**src/rtl/dcache_write_buffer.sv**
```systemverilog
// dcache_write_buffer: FIFO of dirty-line writes toward the AXI bridge, with
// read-after-write hazard detection against every buffered line.
// Optional feature macro: WB_FORWARD_EN (forward youngest matching line data).
module dcache_write_buffer #(
    parameter int DEPTH    = 4,
    parameter int LINE_LSB = 6
) (
    input  logic         aclk,
    input  logic         aresetn,
    input  logic [31:0]  c_waddr,
    input  logic [511:0] c_wdata,
    input  logic [7:0]   c_wlen,
    input  logic [2:0]   c_wsize,
    input  logic [3:0]   c_wstrb,
    input  logic         c_wvalid,
    output logic         c_wready,
    output logic [31:0]  d_waddr,
    output logic [511:0] d_wdata,
    output logic [7:0]   d_wlen,
    output logic [2:0]   d_wsize,
    output logic [3:0]   d_wstrb,
    output logic         d_wvalid,
    input  logic         d_wready,
    input  logic [31:0]  r_addr,
    output logic         raw_hit,
    output logic [511:0] raw_data,
    output logic         wb_empty
);
    localparam int AW = $clog2(DEPTH);

    typedef enum logic [1:0] {IDLE, SEND, GAP} state_t;

    state_t        state, state_nx;
    logic [31:0]   addr_q [DEPTH];
    logic [511:0]  data_q [DEPTH];
    logic [7:0]    len_q  [DEPTH];
    logic [2:0]    size_q [DEPTH];
    logic [3:0]    strb_q [DEPTH];
    logic [AW-1:0] rd_ptr, wr_ptr, idx, sel;
    logic [AW:0]   count;
    logic          push, pop, send;
    logic          unused_low;

    assign unused_low = ^r_addr[LINE_LSB-1:0];
    assign send       = (state == SEND);
    assign c_wready   = (count != (AW+1)'(DEPTH));
    assign push       = c_wvalid && c_wready;
    assign pop        = send && d_wready;
    assign wb_empty   = (count == '0) && !send;

    // FSM, pointers and occupancy; reset discards everything including the in-flight write
    always_ff @(posedge aclk or negedge aresetn) begin
        if (!aresetn) begin
            state  <= IDLE;
            rd_ptr <= '0;
            wr_ptr <= '0;
            count  <= '0;
        end else begin
            state <= state_nx;
            if (push) wr_ptr <= wr_ptr + AW'(1);
            if (pop) rd_ptr <= rd_ptr + AW'(1);
            count <= count + (AW+1)'(push) - (AW+1)'(pop);
        end
    end

    // Entry storage; stale contents are masked by count so no reset is needed
    always_ff @(posedge aclk) begin
        if (push) begin
            addr_q[wr_ptr] <= c_waddr;
            data_q[wr_ptr] <= c_wdata;
            len_q[wr_ptr]  <= c_wlen;
            size_q[wr_ptr] <= c_wsize;
            strb_q[wr_ptr] <= c_wstrb;
        end
    end

    // Issue sequencing: present head once the buffer is non-empty after this edge,
    // and always insert one idle cycle after each completed write
    always_comb begin
        state_nx = state;
        unique case (state)
            IDLE:    state_nx = (push || count != '0) ? SEND : IDLE;
            SEND:    state_nx = d_wready ? GAP : SEND;
            GAP:     state_nx = (push || count != '0) ? SEND : IDLE;
            default: state_nx = IDLE;
        endcase
    end

    // Head presentation; fields read as zero whenever no write is offered
    always_comb begin
        d_wvalid = send;
        d_waddr  = send ? addr_q[rd_ptr] : '0;
        d_wdata  = send ? data_q[rd_ptr] : '0;
        d_wlen   = send ? len_q[rd_ptr]  : '0;
        d_wsize  = send ? size_q[rd_ptr] : '0;
        d_wstrb  = send ? strb_q[rd_ptr] : '0;
    end

    // Hazard scan from oldest to youngest so the last match is the youngest
    always_comb begin
        raw_hit = 1'b0;
        sel     = '0;
        idx     = '0;
        for (int k = 0; k < DEPTH; k++) begin
            idx = rd_ptr + AW'(k);
            if ((AW+1)'(k) < count && addr_q[idx][31:LINE_LSB] == r_addr[31:LINE_LSB]) begin
                raw_hit = 1'b1;
                sel     = idx;
            end
        end
    end

`ifdef WB_FORWARD_EN
    assign raw_data = raw_hit ? data_q[sel] : '0;
`else
    logic unused_sel;
    assign unused_sel = ^sel;
    assign raw_data   = '0;
`endif
endmodule

```
**config.mk**
```make
export PLATFORM = sky130hd
export DESIGN_NAME = dcache_write_buffer
export DESIGN_NICKNAME = d
export VERILOG_FILES = /design/src/rtl/dcache_write_buffer.sv
export SDC_FILE = /design/constraint.sdc
export NUM_CORES = 2
export LEC_CHECK = 0
export CAP_MARGIN = 25
export CORE_AREA = 2 2 651 653
export CTS_CLUSTER_SIZE = 30
export DETAILED_ROUTE_END_ITERATION = 8
export DIE_AREA = 0 0 653 655
export GPL_TIMING_DRIVEN = 1
export PLACE_DENSITY = 0.47
export SLEW_MARGIN = 20
export SYNTH_ARGS = -nofsm -noshare
export SYNTH_HDL_FRONTEND = slang
export SYNTH_SLANG_ARGS = --single-unit
```
**constraint.sdc**
```tcl
create_clock -name aclk -period 41 [get_ports aclk]
set_input_delay 4.1 -clock aclk [delete_from_list [all_inputs] [get_ports aclk]]
set_output_delay 4.1 -clock aclk [all_outputs]
set_load 0.02 [all_outputs]
```
==> impl_metrics.toml <==
[status]
status = "complete, no violations"

[clocking]
post_cts_buffers = 0
cts_tree = "built"
cts-hold-fix-buffers = 0
root_buffer = "clkbuf_16"
htree_levels = 5
cts.sinks = 2245
path_clk_slew_ns = 0.06
clock_latency_ns = 0.89
cts_made_buffers = 269
cts_resized = 0
clockBufferDepth = 4

[synthesis]
syn_area_um2 = 91600
netlist.area_leader.share = 0.733
ys_ff_latch = 2245
synth_top_area_cell = "edfxtp_1"
yosysUniqueCellTypes = 53
seq_area_frac_synth = 0.735
async_flop_share = 0.00401
syn_inst = 4547
synth_ff_type = "edfxtp_1"
avgSynthCellArea_um2 = 20.1
yosys_warnings = 0
synth_edf_count = 2236
yosys-top-cells-area = "edfxtp_1, mux4_2, buf_4"

[global_route]
met2_usage = 0.215
grt_util_met1 = 0.131
grt_pass1_vias = 47100
grt-busiest-layer = "met2"
met3_usage = 0.0405
overflow = 0
grt_pass1_wl_mm = 366
grt_start_max_net_pins = 121
antenna_found_initial = 131
grtUsageTotal = 0.119

[route]
drt-vias-per-instance = 3.97
drcViolationCount = 0
num_vias = 46000
avgRoutedWirePerCell_um = 23.1
drtAntennaViolNets = 0
drt-initial-drc-count = 2748
dr.pass1.iters = 5
drt-total-wl_mm = 268

[min_path]
hold_start = "state[0]"
hold_path_end = "state[0]"
whs_path_depth = 1
holdCritPathClass = "register to register"

[finish]
instances_no_fill = 11600
fin_nets = 6423
final_area_um2 = 116000
nFillCells = 42000
drive_above_1_share = 0.168
post-route-util = 0.276
syn_to_final_growth_pct = 27.0

[power_and_ir_drop]
vdd_drop_max_mv = 0.0620
p_leak_nw = 37.6
power.density_nw_per_um2 = 75.5

[critical_path]
reg2reg_depth = 8
worst-r2r-setup-slack_ns = 35.09
rr_startpoint = "count[0]"
cp_slowest_stage_delay_ns = 0.81
path_class = "input pin to output pin"
arrival_ns = 7.77
r2r_end = "data_q[1][270]"
cp_max_fo = 13
cp_slowest_cell = "nor4bb_1"
path_cells = "clkdlybuf4s50_1, and2_1, a2111oi_0, a31oi_1, nor4bb_1, nand4_1, nand4_1, clkdlybuf4s50_1"
endpoint_kind = "output pin"
crit_required_ns = 36.90
cp-start-kind = "input pin"

[floorplan]
coreArea_um2 = 422000
start_util = 0.217
die_y_um = 655
num_rows = 239
io_pins = 1670
die-area_um2 = 428000
die_x_um = 653

[run]
drv_cap = 0

[sta]
relSlewSlack = 0.186
fin_ws_ns = 29.13
drv_slew = 0
worstMarginPinSlew_ns = 1.22
rsz0062_at_grt = "false"
finalHoldViolCount = 0
fmax_mhz = 84.2
setup-tns-final_ns = 0
fin_crit_ns = 11.87
period_share = 0.290
setup_viol = 0
clock_skew_ns = 0.0350

[placement]
post-place-ws_ns = 29.28
port_buffers = 1151
dp_hpwl_mm = 178
placed_cells = 11100
gp_congestion = 0.792
place_area_um2 = 108000
## cell usage after synthesis, drive strengths merged, types with 12 or more instances
cell and n:
a21oi 15, buf 647, clkbuf 92, xnor2 49, a211oi 12, nor2 37, and2 546, nand2 50
mux4 552, o21ai 14, and3 15, xor2 29, o22ai 14, mux2i 109, edfxtp 2236
## state kept, by name, indices dropped and copies added (netlist names)
name	cells
wr_ptr	2
rd_ptr	2
len_q	32
state	2
strb_q	16
data_q	2048
size_q	12
addr_q	128
count	3
## power breakdown
group / switching (mW) / internal, mW
sequential: 0.103 / 3.03
combinational: 1.94 / 1.42
clock: 0.956 / 1.34
## cell usage in the layout (no fill, tap or decap), types with 12 or more instances in the layout
master,n
mux4_2,552
a21oi_1,15
clkdlybuf4s50_1,1151
xor2_1,29
clkbuf_16,275
edfxtp_1,2236
nand2_1,50
conb_1,512
a211oi_1,12
bufinv_16,15
clkinv_2,31
clkbuf_1,60
mux2i_1,105
buf_4,68
diode_2,31
xnor2_1,49
o21ai_0,14
and2_1,546
clkinv_1,54
o22ai_1,14
nor2_1,37
## per-stage QoR
step | total power, mW | hold WS (ns)
floorplan | 5.43 | 0.424
global placement | 6.63 | 0.451
detailed placement | 6.64 | 0.454
CTS | 8.97 | 0.461
global route | 9.19 | 0.492
finish | 8.78 | 0.469
## cell families after synthesis
| kind of cell | count (synthesis) | synth area share |
|---|---|---|
| flops | 2245 | 0.735 |
| buf+inv | 750 | 0.0543 |
| simple gates | 696 | 0.0451 |
| mux | 667 | 0.149 |
| compound gates | 101 | 0.00777 |
| xor+xnor | 78 | 0.00746 |
| fa+ha+maj | 9 | 0.00131 |
| other cells | 1 | 0.0000409 |
## critical path, delay by kind of cell
family          cells  cell delay, ns
compound gates      2            0.55
simple gates        4            1.63
buf+inv             2            1.48
## layer usage
layer	wire length [um]	up-vias
li1	-	19600
met1	97900	24100
met2	141000	1615
met3	21000	534
met4	8220	64
met5	391	-
## layout make-up
type / count / area, um^2 / share of cell area
Clock buffer: 335 / 7110 / 0.0611
Sequential cell: 2245 / 67400 / 0.579
Tap cell: 5543 / 6940 / 0.0596
Inverter: 11 / 48.8 / 0.000419
Multi-Input combinational cell: 2063 / 21200 / 0.182
Antenna cell: 31 / 77.6 / 0.000667
Clock inverter: 139 / 1380 / 0.0118
Timing Repair Buffer: 1229 / 12200 / 0.105
## how the worst max path moves through the flow
stage | from | end | slack (ns) | depth (start not counted)
after floorplan | c_wvalid | addr_q[1][0] | 23.19 | 1
after global placement | r_addr[17] | raw_hit | 29.24 | 8
after detailed placement | r_addr[17] | raw_hit | 29.28 | 8
after CTS | rd_ptr[0] | d_wdata[264] | 28.70 | 9
after global routing | rd_ptr[0] | d_wdata[264] | 28.41 | 9
final | r_addr[17] | raw_hit | 29.13 | 8
Note: power is estimated with default switching activity, not from simulation.
